==> config.mk <==
export PLATFORM = sky130hd
export DESIGN_NAME = noc_switch_allocator
export DESIGN_NICKNAME = d
export VERILOG_FILES = /design/src/rtl/noc_switch_allocator.sv
export SDC_FILE = /design/constraint.sdc
export NUM_CORES = 1
export LEC_CHECK = 0
export ABC_AREA = 1
export BUFFER_PORTS_ARGS = -buffer_cell sky130_fd_sc_hd__buf_2
export CAP_MARGIN = 20
export CORE_ASPECT_RATIO = 1.5
export CORE_UTILIZATION = 37
export DETAILED_ROUTE_END_ITERATION = 8
export GPL_ROUTABILITY_DRIVEN = 0
export HOLD_SLACK_MARGIN = 0.15
export PLACE_DENSITY = 0.51
export SETUP_SLACK_MARGIN = 0.15
export SYNTH_ARGS = -nofsm -noshare
export SYNTH_HDL_FRONTEND = slang
export SYNTH_SLANG_ARGS = --single-unit
==> constraint.sdc <==
create_clock -name clk -period 4.6 [get_ports clk]
set_clock_uncertainty 0.1 [all_clocks]
set_input_delay 0.46 -clock clk [delete_from_list [all_inputs] [get_ports clk]]
set_output_delay 0.46 -clock clk [all_outputs]
set_load 0.02 [all_outputs]
==> src/rtl/noc_switch_allocator.sv <==
// Switch allocator for a 5-port (N, S, E, W, L) wormhole router.
// Each output is arbitrated round-robin among head flits. A head-only winner then
// holds the output until its tail flit has crossed. Grants, valids and crossbar
// selects are combinational from the current requests.
module noc_switch_allocator (
  input  logic        clk,
  input  logic        rst,
  input  logic [4:0]  in_req,
  input  logic [14:0] in_dst,
  input  logic [4:0]  in_head,
  input  logic [4:0]  in_tail,
  input  logic [4:0]  out_ready,
  output logic [2:0]  N_port_select,
  output logic [2:0]  S_port_select,
  output logic [2:0]  E_port_select,
  output logic [2:0]  W_port_select,
  output logic [2:0]  L_port_select,
  output logic [4:0]  out_valid,
  output logic [4:0]  in_grant,
  output logic        err_o
);

  logic [4:0]      lock_q, lock_d;
  logic [4:0][2:0] owner_q, owner_d;
  logic [4:0][2:0] rr_q, rr_d;
  logic            err_q, err_d;

  logic [4:0][2:0] dst;
  logic [4:0]      legal;
  logic [4:0]      fire;
  logic [4:0][2:0] win;
  logic [4:0][2:0] sel;
  logic            err_now;

  // Per-input destination decode and legality (in range, no U-turn).
  for (genvar i = 0; i < 5; i++) begin : g_dec
    assign dst[i]   = in_dst[3*i +: 3];
    assign legal[i] = in_req[i] && (dst[i] <= 3'd4) && (dst[i] != 3'(i));
  end

  // Per-output winner: the owner when locked, else round-robin scan over head flits.
  always_comb begin
    logic       found;
    logic [3:0] sum;
    logic [2:0] idx;
    fire  = '0;
    win   = '0;
    found = 1'b0;
    sum   = '0;
    idx   = '0;
    for (logic [2:0] o = 0; o < 5; o++) begin
      if (lock_q[o]) begin
        win[o]  = owner_q[o];
        fire[o] = legal[owner_q[o]] && (dst[owner_q[o]] == o) && out_ready[o];
      end else begin
        found = 1'b0;
        for (logic [2:0] k = 0; k < 5; k++) begin
          sum = {1'b0, rr_q[o]} + {1'b0, k};
          if (sum >= 4'd5) sum = sum - 4'd5;
          idx = sum[2:0];
          if (!found && legal[idx] && (dst[idx] == o) && in_head[idx]) begin
            found  = 1'b1;
            win[o] = idx;
          end
        end
        fire[o] = found && out_ready[o];
      end
    end
  end

  // Protocol errors seen this cycle: illegal route, headless flit to a free output,
  // or an owner steering away from the output it holds.
  always_comb begin
    err_now = 1'b0;
    for (logic [2:0] i = 0; i < 5; i++) begin
      if (in_req[i] && !legal[i]) err_now = 1'b1;
      for (logic [2:0] o = 0; o < 5; o++) begin
        if (legal[i] && (dst[i] == o) && !lock_q[o] && !in_head[i]) err_now = 1'b1;
      end
    end
    for (logic [2:0] o = 0; o < 5; o++) begin
      if (lock_q[o] && in_req[owner_q[o]] && (dst[owner_q[o]] != o)) err_now = 1'b1;
    end
  end

  // Outputs; reset forces the idle pattern regardless of inputs or stale state.
  always_comb begin
    in_grant = '0;
    for (logic [2:0] o = 0; o < 5; o++) begin
      if (fire[o]) in_grant[win[o]] = 1'b1;
      if (rst)           sel[o] = o;
      else if (fire[o])  sel[o] = win[o];
      else if (lock_q[o]) sel[o] = owner_q[o];
      else               sel[o] = o;  // crossbar idle code
    end
    if (rst) in_grant = '0;
    out_valid = rst ? 5'b0 : fire;
    err_o     = !rst && (err_q || err_now);
  end

  assign N_port_select = sel[0];
  assign S_port_select = sel[1];
  assign E_port_select = sel[2];
  assign W_port_select = sel[3];
  assign L_port_select = sel[4];

  // Next-state: lock on head-only, release on tail, advance pointer past a head winner.
  always_comb begin
    lock_d  = lock_q;
    owner_d = owner_q;
    rr_d    = rr_q;
    err_d   = err_q || err_now;
    for (logic [2:0] o = 0; o < 5; o++) begin
      if (fire[o]) begin
        if (in_tail[win[o]]) begin
          lock_d[o] = 1'b0;
        end else if (in_head[win[o]]) begin
          lock_d[o]  = 1'b1;
          owner_d[o] = win[o];
        end
        if (in_head[win[o]]) rr_d[o] = (win[o] == 3'd4) ? 3'd0 : win[o] + 3'd1;
      end
    end
  end

  // State registers with synchronous reset.
  always_ff @(posedge clk) begin
    if (rst) begin
      lock_q  <= '0;
      owner_q <= {3'd4, 3'd3, 3'd2, 3'd1, 3'd0};
      rr_q    <= {3'd0, 3'd0, 3'd0, 3'd0, 3'd1};
      err_q   <= 1'b0;
    end else begin
      lock_q  <= lock_d;
      owner_q <= owner_d;
      rr_q    <= rr_d;
      err_q   <= err_d;
    end
  end

endmodule

==> After elaboration in Yosys (flattened, before gate mapping) <==
Cells that the tools add are included.
{ "word_totals": {"output_inout_bits": 26, "elab_cells": 880, "reg_bits": 36, "inputBits": 37} }
{ "classes": {"n_addsub": 50, "n_lt_le_gt_ge": 70, "n_mux": 417, "n_bitwise": 9, "reduce_logical": 261, "eq_ne": 57} }
{ "op_table": {"columns": ["operator", "count"], "rows": [
  ["$mux 3", 130],
  ["$bmux 3 s3", 30],
  ["$bmux 1 s3", 70],
  ["$logic_and 1x1->1", 191],
  ["$mux 1", 175],
  ["$lt 3x4->1 const B", 35],
  ["$ge 4x3->1 const B", 20],
  ["$sub 3x3->3 const B", 25],
  ["$eq 3x2->1 const B", 22],
  ["$eq 3x3->1 const B", 16],
  ["$add 3x2->4 const B", 10],
  ["$logic_not 1->1", 36],
  ["$mux 5", 7],
  ["$eq 3x1->1 const B", 11],
  ["$logic_not 3->1", 11],
  ["$add 3x1->4 const B", 5],
  ["$add 3x3->4 const B", 5],
  ["$or 5x5->5", 4],
  ["$reduce_and 2->1", 10],
  ["$add 3x1->3 const B", 5],
  ["$demux 1 s3", 5],
  ["$ge 3x1->1 const B", 5],
  ["$ge 3x3->1 const B", 5],
  ["$le 3x3->1 const B", 5],
  ["8 further kinds", 26]
]} }

==> Longest topological paths before layout <==
Gate-level depths: netlist of run 1.
{ "logic_depth": {"ltp_word": 48, "mapped_depth": 30, "depth_no_buf": 29} }

==> Worst setup path after synthesis of run 1 <==
Ideal clock, no wire load.
{ "synth_path": {"kind": "register -> output", "from": "register rr_q[6] in the netlist's numbering", "to": "output E_port_select[0]", "stages_incl_launch_ff": 22, "t_required_ns": 4.040, "arrival_time_ns": 3.333, "path_slack_ns": 0.707, "path_cell_list": "dfxtp_1 > buf_6 > inv_2 > ha_1 > inv_1 > fa_1 > o21bai_4 > o21ai_0 > nor2_1 > nor2_1 > nand2_1 > nand3_1 > nand2_2 > inv_1 > nand3_1 > nor2_2 > nand2_1 > nand3_2 > nand2_2 > nand2_2 > nor2_1 > a211oi_1"} }
{ "synth_rtl": {"columns": ["element", "line_no", "source"], "rows": [
  ["start: declaration", "25", "logic [4:0][2:0] rr_q, rr_d;"],
  ["start signal: assignment", "131", "rr_q <= {3'd0, 3'd0, 3'd0, 3'd0, 3'd1};"],
  ["start signal: assignment", "136", "rr_q <= rr_d;"],
  ["end: declaration", "15", "output logic [2:0] E_port_select,"]
]} }

==> results of run 1 <==
==> critical path: cells and delay by family, from the launching register on <==
kind / cells / cell delay, ns
AND/OR/NAND/NOR: 10 / 1.16
AO/OA/AOI/OAI: 5 / 0.97
adder cells (fa/ha/maj): 2 / 0.55
flip-flops: 1 / 0.40
buffers and inverters: 3 / 0.32
==> routing by layer <==
| layer | global-route usage [%] | wire (um) |
|---|---|---|
| met1 | 32.00 | 14030 |
| met2 | 50.02 | 17880 |
| met3 | 2.780 | 1516 |
| met4 | 16.45 | 1979 |
| met5 | 0 | 0 |
==> area by class of cell <==
cell class,count,area share (%)
multi-input combinational,1317,72.80
clock inverter,2,0.09404
timing repair buffer,117,6.900
sequential,36,6.959
inverter,228,8.134
tap,324,3.809
clock buffer,6,1.305
==> what timing repair did <==
| action | 4_1_cts | 5_1_grt |
|---|---|---|
| setup buffers | 0 | 28 |
| gates resized for setup | 22 | 96 |
| pin swaps | 1 | 30 |
| cloned | 0 | 1 |
| endpoints found under the setup margin | 6 | 15 |
==> state kept, by name, summed over array words and instances (netlist names) <==
name / count
err_q: 1
rr_q: 15
owner_q: 15
lock_q: 5
==> stage by stage <==
stage	hold WS [ns]	setup WS, ns	util [%]	instances	area [um2]
global placement	0.4114	0.2383	40.50	1993	9861
detailed placement	0.4195	0.1927	40.50	1993	9861
CTS	0.4263	0.07116	41.45	2001	10090
floorplan	0.3649	0.7068	-	1610	9138
global route	0.4513	0.1113	43.72	2030	10640
finish	0.4246	0.3306	43.72	2030	10640
==> worst paths after layout <==
check / end / slack, ns / cells past startpoint
max: in_grant[1] / 0.33 / 20
max reg2reg: owner_q[10] / 0.86 / 21
min: rr_q[10] / 0.42 / 2
min reg2reg: rr_q[10] / 0.42 / 2
==> logic make-up after synthesis <==
| family | Yosys count |
|---|---|
| AND/OR/NAND/NOR | 940 |
| AO/OA/AOI/OAI | 298 |
| XOR/XNOR | 23 |
| buffers and inverters | 258 |
| flip-flops | 36 |
| adder cells (fa/ha/maj) | 55 |
==> placed cells by master (no fill, tap or decap), types with 8 or more instances in the layout <==
cell type	count
xor2_2	10
o211ai_1	18
nand3_1	189
nand3_4	8
o21ai_0	94
inv_1	178
xor2_1	10
dfxtp_1	28
o21ai_1	39
o21ai_2	17
nand2_2	41
inv_2	45
nor2_1	109
a21oi_2	8
nor2_2	21
a21oi_1	54
nand3_2	23
nand4_1	32
nor3_1	14
buf_4	57
nand3b_1	12
buf_2	59
nand2_1	437
a211oi_1	11
nor2_4	19
nand2_4	18
ha_1	44
==> power groups by stage <==
stage          registers (mW)  logic [mW]  clock network, mW
4_1_cts                 0.528        5.24              0.390
3_3_place_gp            0.532        5.12                  0
5_1_grt                 0.553        6.50              0.396
2_1_floorplan           0.464        4.06                  0
3_5_place_dp            0.531        5.14                  0
6_report                0.538        5.85              0.383
==> synthesized netlist by cell type, drive strengths merged (21+ instances only) <==
master  number  area, um2
a21oi       67      395.4
dfxtp       36      720.7
ha          50      625.6
inv        226      848.3
nand2      496       2049
nand3      220       1274
nand4       36      250.2
nor2       152      759.5
o21ai      151      797.0
xor2        21      214.0
==> run_results.csv, run 1 <==
group,metric,value,unit
setup_path,r2r_start,"rr_q[9]",
timing,max_slew_margin,37.53,%
floorplan,num_io_pins,63,
yosys,synth_simple_gate_area_share,50.06,%
yosys,yosys_warnings,0,
floorplan,die_w,130.3,um
setup_path,cp-start-kind,"register",
timing,final.min_clock_period,4.269,ns
setup_path,critPathKind,"register to primary output",
timing,setup_viol,0,
pwr,p_total,6.769,mW
yosys,synth_cells,1610,
yosys,synth_compound_area_share,20.07,%
timing,rsz0062_at_grt,"yes",
yosys,syn_area,9138,um2
global_routing,grt-ovfl-total,0,
yosys,synth_edf_count,0,
detailed_routing,vias_per_cell,5.471,
global_routing,grt_usage,28.19,%
detailed_routing,drc,1,
detailed_routing,antenna_left,0,
setup_path,cpPeakStageDelay,0.40,ns
floorplan,die-area,25340,um2
clocking,clkTransAtPathRegs,0.07,ns
setup_path,worst_path_most_repeated_cell,"nand2_1",
place,dp_hpwl,28600,um
setup_path,arrival,3.71,ns
yosys,async_flop_share,0,%
min_path,hp-start,"rr_q[10]",
job,drv_cap,0,
setup_path,end_kind,"primary output",
global_routing,grt_pass1_vias,10410,
timing,fin_setup_tns,0,ns
place,portBuffers,62,
clocking,clock_latency,0.31,ns
floorplan,num_rows,70,
yosys,avgSynthCellArea,5.675,um2
detailed_routing,drtIter0Drc,784,
min_path,hp-class,"register to register",
finish,nets,1797,
setup_path,crit_slowest_cell,"dfxtp_4",
yosys,yosysSeqAreaShare,7.887,%
setup_path,crit_start,"rr_q[1]",
floorplan,fp.dieH,194.5,um
floorplan,core-area,24350,um2
detailed_routing,wl_per_cell,17.44,um
yosys,synth_fa_ha_area_share,7.942,%
setup_path,path_cells,"ha_1 > inv_1 > fa_1 > o21bai_4 > o21ai_1 > nand2_1 > a21oi_1 > nand2_1 > o21ai_2 > nand4_1 > nand3_1 > nand2_1 > nand3_1 > nand2_2 > nand2_4 > inv_2 > nor2_1 > nand2_2 > a41oi_2 > buf_2",
pwr,vdd.ir_drop.worst,312.0,uV
finish,multi_input_area,7749,um2
status,violations,"DRC",
clocking,numCtsBuffers,5,
pwr,p_clk_share,5.7,%
yosys,ys.flop_type,"dfxtp_1",
global_routing,grt_antenna_before_repair,0,
pwr,power_per_cell_area,635.9,nW/um2
clocking,cts_tree,"built",
pwr,p_comb_share,86.4,%
timing,slew_viol_final,0,
timing,tightest_slew,0.9360,ns
global_routing,grt_pass1_wl,55300,um
detailed_routing,routed_wl,35410,um
yosys,synthXorXnorAreaFrac,2.533,%
finish,fillers,2832,
finish,syn_to_final_growth,16.49,%
timing,period_share,92.81,%
finish,diodes,0,
pwr,p_sw,4.149,mW
yosys,muxShareOfSynthArea,0,%
finish,drive_above_1_share,22.63,%
timing,max_freq,0.2342,GHz
clocking,cts_max_level,2,
floorplan,initial_utilization,37.53,%
global_routing,grt_max_degree,31,
yosys,yosysUniqueCellTypes,64,
pwr,netSwitchingFraction,61.30,%
timing,hold_violations,0,
status,status,"complete, but fails checks",
clocking,clock-sinks,36,
detailed_routing,drt-pass1-iter-count,8,
clocking,cts_buffer_depth,2,
yosys,postSynthNetCount,1702,
clocking,cts_root_buf,"clkbuf_16",
setup_path,worstPathRequired,4.04,ns
pwr,intPower,2.619,mW
yosys,ys_ff_latch,36,
yosys,synth_top_family_by_area,"simple AND/OR/NAND/NOR gates",
detailed_routing,num_vias,11110,
pwr,leakage,5.097,nW
setup_path,crit_fanout,9,
finish,register_area,740.7,um2
pwr,p_seq_share,7.9,%
clocking,cts_hold_buf,0,
(Power assumes the default switching activity.)
==> run 2, diff against run 1 <==
==> constraint.sdc (replaced) <==
create_clock -name clk -period 4.6 [get_ports clk]
set_clock_uncertainty 0.1 [all_clocks]
set_input_delay 0.92 -clock clk [delete_from_list [all_inputs] [get_ports clk]]
set_output_delay 0.92 -clock clk [all_outputs]
set_load 0.02 [all_outputs]
==> run 2 against run 1 <==
  * The flow finishes with violations (setup timing)
  * Via count is 9.7% higher
  * First-iteration DRC count is 2.3% higher
  * Sequential cell count stayed put
  * Global-route usage is 2.3 points higher
  * Sequential power is 1% lower
  * Largest power group unchanged
  * Die area stayed put
  * Cell count is 11% higher
  * Worst setup slack worse by 0.38 ns
  * Utilization is 11 points higher
  * Non-clock buffer count is 218 higher
==> run_results.csv, run 2 (synthesis gave the netlist of run 1 again) <==
group,metric,value,unit
detailed_routing,wl_per_cell,17.54,um
clocking,numCtsBuffers,5,
timing,setup_ws,-0.04905,ns
setup_path,crit_fanout,6,
setup_path,arrival,3.63,ns
finish,diodes,0,
place,dp_hpwl,31170,um
detailed_routing,routed_wl,39430,um
floorplan,die-area,25340,um2
detailed_routing,vias_per_cell,5.422,
finish,syn_to_final_growth,46.24,%
pwr,vdd.ir_drop.worst,392.8,uV
min_path,holdPathEnd,"owner_q[14]",
finish,final_common_cell,"nand2_1",
clocking,cts_buffer_depth,2,
clocking,cts_max_level,2,
pwr,power_per_cell_area,634.9,nW/um2
job,drv_cap,0,
setup_path,r2r_start,"rr_q[7]",
detailed_routing,drt-pass1-iter-count,8,
setup_path,r2r.worst_path.cells,26,
detailed_routing,num_vias,12190,
setup_path,crit_start,"rr_q[1]",
timing,fin_setup_tns,-0.08736,ns
finish,register_area,753.2,um2
finish,final_cell_mix,"nand2_1, buf_4, nand3_1, inv_1, nor2_1",
place,portBuffers,62,
finish,finish.utilization,54.88,%
min_path,hp-class,"register to register",
finish,multi_input_area,8606,um2
timing,period_share,101.1,%
setup_path,end_kind,"primary output",
setup_path,worstPathRequired,3.58,ns
floorplan,die_w,130.3,um
timing,final.min_clock_period,4.649,ns
finish,fillers,2535,
setup_path,rr_endpoint,"rr_q[6]",
timing,tightest_slew,0.8878,ns
status,violations,"setup timing",
timing,slew_viol_final,0,
detailed_routing,drc,0,
timing,setup_viol,3,
floorplan,num_io_pins,63,
floorplan,core-area,24350,um2
detailed_routing,antenna_left,0,
min_path,hp-start,"owner_q[14]",
floorplan,fp.dieH,194.5,um
floorplan,initial_utilization,37.53,%
min_path,worstHoldPathCells,2,
setup_path,critPathKind,"register to primary output",
timing,max_freq,0.2151,GHz
clocking,cts_tree,"built",
finish,nets,2015,
global_routing,grt_antenna_before_repair,0,
timing,hold_slack,0.4042,ns
detailed_routing,drtIter0Drc,802,
clocking,clock_latency,0.31,ns
clocking,clkTransAtPathRegs,0.06,ns
global_routing,grt_pass1_wl,59730,um
setup_path,cp-start-kind,"register",
global_routing,grt_max_degree,32,
finish,reg_top3,"owner_q: 15 flops, rr_q: 15 flops, lock_q: 5 flops",
finish,fin_cells,2248,
clocking,cts_root_buf,"clkbuf_16",
place,post-place-ws,-0.2710,ns
setup_path,reg2reg_slack,0.90,ns
global_routing,grt_usage,30.49,%
timing,max_slew_margin,40.82,%
clocking,clock-sinks,36,
status,status,"complete, but fails checks",
finish,drive_above_1_share,38.88,%
global_routing,grt-ovfl-total,0,
timing,hold_violations,0,
place,placed_cells,2169,
global_routing,grt_pass1_vias,11510,
floorplan,num_rows,70,
pwr,leakage,6.366,nW
timing,rsz0062_at_grt,"yes",
## run 2: changes by cell type in the layout (fill, tap and decap cells not counted), sizes merged
| cell | change |
|---|---|
| buf | +218 |
| clkinvlp | +4 |
| inv | -3 |
| clkinv | -1 |
| nand2 | -1 |
| nand3 | +1 |
## run 2: stage by stage
| step | total power [mW] | cell area, um2 |
|---|---|---|
| 5_1_grt | 9.212 | 13360 |
| 3_5_place_dp | 6.533 | 11190 |
| 4_1_cts | 7.605 | 12110 |
| 6_report | 8.484 | 13360 |
| 3_3_place_gp | 6.516 | 11190 |
| 2_1_floorplan | 4.528 | 9138 |
## run 2: what timing repair did
item | in CTS | in global routing
resized for setup | 166 | 219
pin swaps | 65 | 90
buffers inserted | 21 | 49
cloned | 0 | 1
endpoints found under the setup margin | 20 | 25
hold buffers | 0 | 0
## run 2: cell type report
| class | count | share of cell area (%) |
|---|---|---|
| repair buffers | 335 | 19.22 |
| inverters | 228 | 6.592 |
| flip-flops and latches | 36 | 5.637 |
| multi-input cells | 1317 | 64.40 |
| well taps | 324 | 3.034 |
| clock buffers | 6 | 1.039 |
| clock inverters | 2 | 0.07491 |
## run 2: worst max path at each step
stage                             endpoint  slack (ns)  cells after the start
after floorplan           E_port_select[0]        0.25                     21
after global placement         in_grant[1]       -0.29                     22
after detailed placement       in_grant[1]       -0.27                     22
after CTS                      in_grant[0]      -0.003                     22
after global routing           in_grant[2]       -0.27                     21
final                          in_grant[4]       -0.05                     20
## run 2: per-layer routing
metal  global-route usage [%]  routed length, um  up-vias
met1                    33.83              14800     5686
met4                    18.56               2644        0
met5                        0                  0        -
met2                    55.26              20200      379
li1                         -                  -     5985
met3                    2.175               1795      139
## run 2: worst max-delay path, cell delays in order, from the launching register on
cell and delay, ns:
dfxtp_4 0.38, ha_2 0.18, inv_1 0.05, fa_2 0.34, o21bai_4 0.24, o21ai_1 0.27
nand2_1 0.11, a21oi_2 0.22, nand2_1 0.07, o21ai_1 0.12, buf_4 0.15, nand3_1 0.07
nand2_1 0.07, nand3_1 0.07, nand2_2 0.09, nand2_4 0.07, buf_6 0.14, nor2_4 0.11
nand2_2 0.08, a41oi_2 0.27, buf_4 0.20
## run 2: power breakdown
part           leakage [nW]  total (mW)  switching, mW  internal, mW
clock                0.0766       0.382          0.168         0.215
sequential            0.300       0.532          0.138         0.394
combinational          5.99        7.57           4.44          3.13
total                  6.37        8.48           4.75          3.74
==> run 3, diff against run 2 <==
--- a/config.mk
+++ b/config.mk
@@ -9,12 +9,13 @@
 export BUFFER_PORTS_ARGS = -buffer_cell sky130_fd_sc_hd__buf_2
 export CAP_MARGIN = 20
 export CORE_ASPECT_RATIO = 1.5
-export CORE_UTILIZATION = 37
+export CORE_UTILIZATION = 43
 export DETAILED_ROUTE_END_ITERATION = 8
 export GPL_ROUTABILITY_DRIVEN = 0
 export HOLD_SLACK_MARGIN = 0.15
-export PLACE_DENSITY = 0.51
+export PLACE_DENSITY = 0.58
 export SETUP_SLACK_MARGIN = 0.15
 export SYNTH_ARGS = -nofsm -noshare
 export SYNTH_HDL_FRONTEND = slang
 export SYNTH_SLANG_ARGS = --single-unit
+export TNS_END_PERCENT = 10
==> run 3 against run 2 <==
  * The run ends with DRC, setup timing left
  * Highest routed layer unchanged
  * Sequential share of layout area increased by 0.25 points
  * Fmax decreased by 1.1%
  * Utilization increased by 5.4 points
  * Die area decreased by 14%
  * Largest cell class unchanged
==> run_results.csv, run 3 (synthesis gave the netlist of run 1 again) <==
group,metric,value,unit
finish,fin_cells,2171,
place,post-place-ws,-0.08230,ns
detailed_routing,routed_wl,37140,um
finish,final_area,12600,um2
pwr,p_clk_share,4.7,%
finish,drive_above_1_share,35.52,%
job,drv_cap,0,
floorplan,die-area,21850,um2
clocking,clkTransAtPathRegs,0.06,ns
min_path,hp-class,"register to register",
finish,syn_to_final_growth,37.93,%
finish,final_common_cell,"nand2_1",
finish,diodes,0,
pwr,netSwitchingFraction,56.36,%
clocking,cts_root_buf,"clkbuf_16",
timing,setup_viol,3,
finish,reg_top3,"owner_q: 15 flops, rr_q: 15 flops, lock_q: 5 flops",
floorplan,initial_utilization,43.72,%
floorplan,fp.dieH,180.5,um
global_routing,grt-ovfl-total,0,
clocking,cts_buffer_depth,2,
pwr,vdd.ir_drop.worst,354.8,uV
timing,max_slew_margin,41.84,%
status,violations,"DRC, setup timing",
clocking,clock_latency,0.30,ns
pwr,power_per_cell_area,633.8,nW/um2
setup_path,critPathKind,"primary input to primary output",
pwr,p_total,7.988,mW
place,dp_hpwl,29320,um
clocking,cts_tree,"built",
setup_path,worstPathRequired,3.58,ns
setup_path,arrival,3.68,ns
timing,max_freq,0.2127,GHz
finish,fillers,2062,
detailed_routing,drt-pass1-iter-count,9,
timing,setup_ws,-0.1005,ns
setup_path,end_kind,"primary output",
detailed_routing,drtIter0Drc,916,
floorplan,core-area,20900,um2
timing,tightest_slew,0.8724,ns
detailed_routing,vias_per_cell,5.589,
timing,rsz0062_at_grt,"yes",
timing,period_share,102.2,%
floorplan,num_rows,65,
pwr,leakage,6.179,nW
status,status,"complete, but fails checks",
detailed_routing,drc,2,
clocking,numCtsBuffers,5,
detailed_routing,antenna_left,0,
global_routing,grt_antenna_before_repair,0,
clocking,clock-sinks,36,
floorplan,num_io_pins,63,
finish,nets,1994,
pwr,p_seq_share,6.5,%
clocking,cts_max_level,2,
global_routing,grt_max_degree,32,
finish,final_cell_mix,"nand2_1, buf_4, nand3_1, inv_1, nor2_1",
place,placed_area,11250,um2
setup_path,cp-start-kind,"primary input",
setup_path,crit_fanout,6,
timing,final.min_clock_period,4.700,ns
timing,hold_slack,0.3888,ns
floorplan,die_w,121.0,um
detailed_routing,num_vias,12130,
global_routing,grt_usage,33.12,%
place,placed_cells,2130,
timing,slew_viol_final,0,
pwr,p_sw,4.502,mW
detailed_routing,wl_per_cell,17.11,um
timing,hold_violations,0,
clocking,cts_hold_buf,0,
pwr,p_comb_share,88.8,%
place,portBuffers,62,
pwr,intPower,3.486,mW
global_routing,grt_pass1_wl,57150,um
global_routing,grt_pass1_vias,11260,
run 3: per-layer routing:
layer	GRT usage, %	wire (um)	up-vias
li1	-	-	5926
met1	36.46	14040	5609
met2	58.24	18310	452
met3	4.778	2249	147
met4	21.58	2536	0
met5	0	0	-
run 3: power groups by stage:
stage	registers, mW	clock network, mW	logic, mW
floorplan	0.464	0	4.06
global placement	0.505	0	6.00
detailed placement	0.508	0	6.05
CTS	0.505	0.374	6.43
global route	0.527	0.387	7.75
finish	0.520	0.374	7.09
run 3: worst paths after layout:
kind / start / endpoint / slack (ns) / depth (start not counted)
max: in_dst[11] / in_grant[4] / -0.10 / 20
min: rr_q[1] / rr_q[1] / 0.39 / 2
max reg2reg: rr_q[6] / rr_q[6] / 0.81 / 26
min reg2reg: rr_q[1] / rr_q[1] / 0.39 / 2
run 3: metrics by stage:
stage               setup TNS (ns)  util (%)
global route                -1.552     60.30
floorplan                        0         -
CTS                              0     56.54
detailed placement         -0.2249     53.83
global placement           -0.2390     53.83
finish                     -0.1829     60.30
run 3: repair_timing:
item                       CTS  global route
setup endpoints to repair   18            25
resized for setup           83           195
buffers inserted            13            20
pin swaps                   31            85
run 3: cell type report:
class                      count  area, um2  share of cell area [%]
multi-input combinational   1316       8169                   64.82
timing repair buffer         315       2338                   18.55
inverter                     228      869.6                   6.900
sequential                    36      742.0                   5.887
tap                          268      335.3                   2.661
clock buffer                   6      138.9                   1.102
clock inverter                 2      10.01                 0.07942
run 3: worst max-delay path, cell delays in order:
cell      delay [ns]
buf_4           0.14
nor2_4          0.12
inv_2           0.06
nand2_4         0.08
nand2_4         0.05
nor2_4          0.29
buf_6           0.15
nand2_1         0.05
o211ai_1        0.15
nand3_1         0.17
nor2_4          0.20
nor2_4          0.07
nand3b_1        0.09
nand2_1         0.07
nor2_1          0.10
nand3_1         0.09
nand2_2         0.08
nand4_1         0.27
a41oi_2         0.34
buf_4           0.19
